### src/rtl/aes_key_expand.sv
// Iterative AES-128 key schedule: one round key per clock, streamed out and kept in a readable key file.
// Defining AES_KEYEXP_ZEROIZE_EN adds a zeroize input that wipes all key material and returns to IDLE.
module aes_key_expand #(
    parameter int NR = 10
) (
`ifdef AES_KEYEXP_ZEROIZE_EN
    input  logic         zeroize,
`endif
    input  logic         clk,
    input  logic         rst,
    input  logic [127:0] key_in,
    input  logic         start,
    input  logic [3:0]   rd_idx,
    output logic [127:0] rd_key,
    output logic [127:0] rk_out,
    output logic [3:0]   rk_out_idx,
    output logic         rk_out_valid,
    output logic         busy,
    output logic         keys_valid
);

    typedef enum logic [1:0] {IDLE, EXPAND, DONE} state_t;

    localparam logic [7:0] SBOX [256] = '{
        8'h63, 8'h7c, 8'h77, 8'h7b, 8'hf2, 8'h6b, 8'h6f, 8'hc5, 8'h30, 8'h01, 8'h67, 8'h2b, 8'hfe, 8'hd7, 8'hab, 8'h76,
        8'hca, 8'h82, 8'hc9, 8'h7d, 8'hfa, 8'h59, 8'h47, 8'hf0, 8'had, 8'hd4, 8'ha2, 8'haf, 8'h9c, 8'ha4, 8'h72, 8'hc0,
        8'hb7, 8'hfd, 8'h93, 8'h26, 8'h36, 8'h3f, 8'hf7, 8'hcc, 8'h34, 8'ha5, 8'he5, 8'hf1, 8'h71, 8'hd8, 8'h31, 8'h15,
        8'h04, 8'hc7, 8'h23, 8'hc3, 8'h18, 8'h96, 8'h05, 8'h9a, 8'h07, 8'h12, 8'h80, 8'he2, 8'heb, 8'h27, 8'hb2, 8'h75,
        8'h09, 8'h83, 8'h2c, 8'h1a, 8'h1b, 8'h6e, 8'h5a, 8'ha0, 8'h52, 8'h3b, 8'hd6, 8'hb3, 8'h29, 8'he3, 8'h2f, 8'h84,
        8'h53, 8'hd1, 8'h00, 8'hed, 8'h20, 8'hfc, 8'hb1, 8'h5b, 8'h6a, 8'hcb, 8'hbe, 8'h39, 8'h4a, 8'h4c, 8'h58, 8'hcf,
        8'hd0, 8'hef, 8'haa, 8'hfb, 8'h43, 8'h4d, 8'h33, 8'h85, 8'h45, 8'hf9, 8'h02, 8'h7f, 8'h50, 8'h3c, 8'h9f, 8'ha8,
        8'h51, 8'ha3, 8'h40, 8'h8f, 8'h92, 8'h9d, 8'h38, 8'hf5, 8'hbc, 8'hb6, 8'hda, 8'h21, 8'h10, 8'hff, 8'hf3, 8'hd2,
        8'hcd, 8'h0c, 8'h13, 8'hec, 8'h5f, 8'h97, 8'h44, 8'h17, 8'hc4, 8'ha7, 8'h7e, 8'h3d, 8'h64, 8'h5d, 8'h19, 8'h73,
        8'h60, 8'h81, 8'h4f, 8'hdc, 8'h22, 8'h2a, 8'h90, 8'h88, 8'h46, 8'hee, 8'hb8, 8'h14, 8'hde, 8'h5e, 8'h0b, 8'hdb,
        8'he0, 8'h32, 8'h3a, 8'h0a, 8'h49, 8'h06, 8'h24, 8'h5c, 8'hc2, 8'hd3, 8'hac, 8'h62, 8'h91, 8'h95, 8'he4, 8'h79,
        8'he7, 8'hc8, 8'h37, 8'h6d, 8'h8d, 8'hd5, 8'h4e, 8'ha9, 8'h6c, 8'h56, 8'hf4, 8'hea, 8'h65, 8'h7a, 8'hae, 8'h08,
        8'hba, 8'h78, 8'h25, 8'h2e, 8'h1c, 8'ha6, 8'hb4, 8'hc6, 8'he8, 8'hdd, 8'h74, 8'h1f, 8'h4b, 8'hbd, 8'h8b, 8'h8a,
        8'h70, 8'h3e, 8'hb5, 8'h66, 8'h48, 8'h03, 8'hf6, 8'h0e, 8'h61, 8'h35, 8'h57, 8'hb9, 8'h86, 8'hc1, 8'h1d, 8'h9e,
        8'he1, 8'hf8, 8'h98, 8'h11, 8'h69, 8'hd9, 8'h8e, 8'h94, 8'h9b, 8'h1e, 8'h87, 8'he9, 8'hce, 8'h55, 8'h28, 8'hdf,
        8'h8c, 8'ha1, 8'h89, 8'h0d, 8'hbf, 8'he6, 8'h42, 8'h68, 8'h41, 8'h99, 8'h2d, 8'h0f, 8'hb0, 8'h54, 8'hbb, 8'h16
    };

    function automatic logic [31:0] sub_word(input logic [31:0] w);
        return {SBOX[w[31:24]], SBOX[w[23:16]], SBOX[w[15:8]], SBOX[w[7:0]]};
    endfunction

    state_t         state;
    logic [127:0]   rk [0:NR];
    logic [3:0]     rnd;
    logic [7:0]     rcon;
    logic [31:0]    w3, t, n0, n1, n2, n3;
    logic [127:0]   next_key;

    // rk_out always holds the previous round key during EXPAND, so it feeds the next step directly
    assign w3       = rk_out[31:0];
    assign t        = sub_word({w3[23:0], w3[31:24]}) ^ {rcon, 24'h0};
    assign n0       = rk_out[127:96] ^ t;
    assign n1       = rk_out[95:64] ^ n0;
    assign n2       = rk_out[63:32] ^ n1;
    assign n3       = w3 ^ n2;
    assign next_key = {n0, n1, n2, n3};

    assign rd_key = (rd_idx <= 4'(NR)) ? rk[rd_idx] : '0;

    always_ff @(posedge clk or posedge rst) begin
        if (rst) begin
            state        <= IDLE;
            for (int i = 0; i <= NR; i++) rk[i] <= '0;
            rk_out       <= '0;
            rk_out_idx   <= '0;
            rk_out_valid <= 1'b0;
            busy         <= 1'b0;
            keys_valid   <= 1'b0;
            rnd          <= '0;
            rcon         <= 8'h01;
        end else begin
`ifdef AES_KEYEXP_ZEROIZE_EN
            if (zeroize) begin
                state        <= IDLE;
                for (int i = 0; i <= NR; i++) rk[i] <= '0;
                rk_out       <= '0;
                rk_out_idx   <= '0;
                rk_out_valid <= 1'b0;
                busy         <= 1'b0;
                keys_valid   <= 1'b0;
                rnd          <= '0;
                rcon         <= 8'h01;
            end else
`endif
            begin
                rk_out_valid <= 1'b0;
                case (state)
                    IDLE, DONE: begin
                        if (start) begin
                            rk[0]        <= key_in;
                            rk_out       <= key_in;
                            rk_out_idx   <= '0;
                            rk_out_valid <= 1'b1;
                            rnd          <= 4'd1;
                            rcon         <= 8'h01;
                            keys_valid   <= 1'b0;
                            busy         <= 1'b1;
                            state        <= EXPAND;
                        end
                    end
                    EXPAND: begin
                        rk[rnd]      <= next_key;
                        rk_out       <= next_key;
                        rk_out_idx   <= rnd;
                        rk_out_valid <= 1'b1;
                        rcon         <= {rcon[6:0], 1'b0} ^ (rcon[7] ? 8'h1b : 8'h00);
                        rnd          <= rnd + 4'd1;
                        if (rnd == 4'(NR)) begin
                            state      <= DONE;
                            keys_valid <= 1'b1;
                            busy       <= 1'b0;
                        end
                    end
                    default: state <= IDLE;
                endcase
            end
        end
    end

endmodule
### config.mk
export PLATFORM = sky130hd
export DESIGN_NAME = aes_key_expand
export DESIGN_NICKNAME = d
export VERILOG_FILES = /design/src/rtl/aes_key_expand.sv
export SDC_FILE = /design/constraint.sdc
export NUM_CORES = 2
export LEC_CHECK = 0
export BUFFER_PORTS_ARGS = -buffer_cell sky130_fd_sc_hd__buf_2
export CAP_MARGIN = 20
export CORE_ASPECT_RATIO = 1.4
export CORE_MARGIN = 4
export CORE_UTILIZATION = 56
export DETAILED_ROUTE_END_ITERATION = 8
export PLACE_DENSITY_LB_ADDON = 0.15
export SETUP_SLACK_MARGIN = 0.15
export SYNTH_ARGS = -nofsm -noshare
export SYNTH_HDL_FRONTEND = slang
export SYNTH_SLANG_ARGS = --single-unit
### constraint.sdc
create_clock -name clk -period 44.5 [get_ports clk]
set_input_delay 2.225 -clock clk [delete_from_list [all_inputs] [get_ports clk]]
set_output_delay 2.225 -clock clk [all_outputs]
set_load 0.05 [all_outputs]
==> reports/summary.log <==
[floorplanning] I/O Pins 398
[worst_setup_path] Buf+Inv Stages, Crit Path 6
[floorplanning] area of the die 157000 um2
[synthesis] netlist area before placement 84500 um2
[worst_setup_path] worst-case register-to-register setup slack 38.70 ns
[worst_setup_path] Reg2Reg Capture Point rk[899]
[clock_tree] worst-skew pair later-pin latency 0.85 ns
[worst_setup_path] type of element capturing the critical path output pin
[layout] share of layout cells above drive strength 1 14.8%
[worst_setup_path] data arrival at the endpoint of the critical path 7.18 ns
[route] first-iteration detailed-routing DRC count 10.1k
[floorplanning] DIE HEIGHT 467 um
[synthesis] flip-flop and latch count after synthesis 1557
[worst_setup_path] master of the slowest instance on the critical path buf_4
[timing] Post-Route Setup TNS 0 ns
[placed_design] IO Port Bufs 397
[floorplanning] Initial Util 56.3%
[timing] highest attainable clock frequency 106 MHz
[timing] period utilization 21.1%
[status] outcome complete, but fails checks
[route] drt first pass iters 9
[worst_setup_path] type of the worst setup path in2out
[synthesis] number of different library cells in the post-synthesis netlist 112
[layout] Final #Nets 8957
[floorplanning] Row Count 168
[synthesis] ys flop type dfrtp_1
[floorplanning] horizontal extent of the die 336 um
[grt] gr usage total 43.6%
[synthesis] post-synthesis net count 9118
[clock_tree] buffers inserted during post-CTS setup optimization 0
[route] Antenna Violating Nets Remaining 0
[clock_tree] root buf cell clkbuf_16
[route] vias per cell 6.88
[grt] pin count of the biggest net entering global routing 184
[synthesis] cells after synthesis 8923
[clock_tree] cts repair resizes 0
[layout] area grow syn2layout 9.03%
[worst_hold_path] Min-Delay Path Class reg2reg
[clock_tree] maximum buffer depth of the clock tree 3
[route] detailed-route DRC error count 13
[placed_design] routability congestion estimate from global placement 1.08
[timing] number of max-slew violations in the final report 0
[clock_tree] Reg clk slew, reported paths 0.06 ns
[synthesis] Post-synth EDFFs 0
[worst_setup_path] Slowest Stage Delay on Critical Path 0.87 ns
[clock_tree] H-tree lvl count 4
[synthesis] most common cell in the netlist dfrtp_1
[worst_hold_path] hold path cells 2
[worst_setup_path] series of cell instances along the critical path buf_8, buf_4, buf_4, buf_4, buf_4, mux4_2, mux2i_1, o22ai_1, buf_2
[clock_tree] TritonCTS Sinks 1557
[timing] setup violators final 0
[worst_setup_path] length in cells of the worst reg-to-reg path 11
[grt] first-pass GRT wire length 501000 um
[synthesis] list of most frequent post-synthesis cells dfrtp_1 (1556), nand2_1 (1533), o21ai_0 (1409)
[worst_hold_path] hold-critical path endpoint rk[696]
[synthesis] average size of a mapped cell 9.46 um2
[worst_setup_path] Crit. path cell count 9
[worst_hold_path] source of the worst hold timing path rk[696]
[clock_tree] number of buffers created by CTS 152
[clock_tree] CTS Hold Buffers Added 0
[worst_setup_path] FF-to-FF Start rk_out[25]
[worst_setup_path] startpoint type of the worst setup path primary input
[flow_run] count of max-cap constraint violations 0
[worst_setup_path] most common cell type on the critical path buf_4
[synthesis] top post-synthesis cells by area dfrtp_1 (46%), o21ai_0 (8.4%), mux4_2 (7.9%)
[worst_setup_path] cell family with the largest share of critical-path delay buffers and inverters
[timing] Period minus WS final 9.41 ns
[placed_design] Detail Placement HPWL 230000 um
[timing] slew at the pin with the worst max-slew slack 1.27 ns
[grt] vias in the first global route 71.9k
[synthesis] area share of the largest cell type after synthesis 46.1%
[synthesis] share of synthesized area occupied by flip-flops and latches 46.1%
[timing] final worst clock skew 0.0574 ns
[route] vias after detailed routing 74.8k
[synthesis] yosys synthesis warning count 0
[timing] unrepaired setup endpoints after global routing no
[clock_tree] clock tree from TritonCTS built
[floorplanning] CORE AREA 150000 um2
[route] aggregate routed wire length 345000 um
[status] violated checks design-rule violations
[worst_setup_path] crit path max fanout 81
[synthesis] Async S/R FF share, synth 100%
[worst_setup_path] required time worst endpoint 42.27 ns
[layout] Layout fillers 12.8k
[timing] number of hold-slack violations in the final timing report 0
[timing] slew margin rel. 14.7%
[route] wire length per cell 31.8 um
[grt] antenna violations before repair 47
[synthesis] cell taking the most area after synthesis dfrtp_1
[grt] GRT overflow 0
[worst max path at each step]
stage / startpoint / end / slack, ns
after floorplan: rst / busy / 20.71
after global placement: rd_idx[1] / rd_key[80] / 35.28
after detailed placement: rd_idx[1] / rd_key[80] / 35.24
after CTS: rd_idx[1] / rd_key[80] / 35.22
after global routing: rd_idx[1] / rd_key[80] / 35.10
final: rd_idx[1] / rd_key[80] / 35.09
[worst register-to-register path, cell delays in order (launching register included)]
cell,delay [ns]
dfrtp_1,0.33
buf_4,0.45
inv_1,0.16
ha_1,0.61
nand2b_1,0.50
a21oi_1,0.11
or4_1,0.51
and4_1,0.21
o211ai_2,0.73
xnor3_1,0.83
xnor2_1,0.95
o21ai_0,0.23
[layout make-up]
type	count	area [um2]	area share, %
multi-input combinational	6389	41600	45.2
sequential	1557	39000	42.3
clock buffer	225	4450	4.83
timing repair buffer	606	3680	4.00
tap	1955	2450	2.66
clock inverter	45	586	0.636
inverter	56	216	0.235
antenna	31	77.6	0.0842
[metrics by stage]
stage,util (%),hold WS [ns],cell area [um2],setup WS (ns),cells
floorplan,-,0.444,84500,20.71,8923
global placement,57.9,0.456,86800,35.28,10500
detailed placement,57.9,0.463,86800,35.24,10600
CTS,61.3,0.479,91900,35.22,10800
global route,61.4,0.492,92000,35.10,10800
finish,61.4,0.475,92100,35.09,10900
[flip-flops by register name, summed over array words and instances, names as in the netlist]
name,cells
rk_out_valid,1
busy,1
rk,1408
rcon,8
rnd,4
rk_out_idx,4
state,2
keys_valid,1
rk_out,128
[cell families (layout without fill, tap and decap cells)]
group                      count (synthesis)  in the layout  share of synthesized area [%]
other                                      0             31                              0
buffers and inverters                    977            932                           4.81
DFF                                     1557           1557                           46.1
and+or+nand+nor                         2545           2545                           13.2
AOI/OAI and AO/OA                       2952           2952                           20.6
adders and majority gates                 60             60                          0.889
xor gates and xnor gates                 208            208                           2.53
muxes                                    624            624                           11.8
[metal layers]
layer / track usage, % / up-vias / routed length (um)
met5: 0 / - / 209
met4: 28.2 / 28 / 27600
met3: 15.1 / 1218 / 44000
met2: 63.8 / 4870 / 149000
met1: 55.2 / 37000 / 125000
li1: - / 31600 / -
[placed cells by master, fill, tap and decap left out, types with 35 or more instances in the layout]
cell type	instances
a211oi_1	54
and2_1	52
a311oi_1	50
nor2b_1	90
nand2_1	1521
o21ai_1	150
clkbuf_1	39
nand2b_1	105
inv_1	42
o21ai_0	1409
a21o_1	50
ha_1	60
mux2i_1	296
and3_1	52
nor3_1	87
o211ai_1	42
mux4_2	296
buf_2	395
buf_4	200
a31oi_1	60
dfrtp_1	1544
nand3_1	99
clkbuf_16	155
xnor2_1	135
or2_2	35
a21oi_1	492
xor2_1	42
o22ai_1	213
nor2_1	344
Power is left out: the tool's default activity adds up to more than one toggle a clock period on the data nets, which glitch-free logic cannot reach.
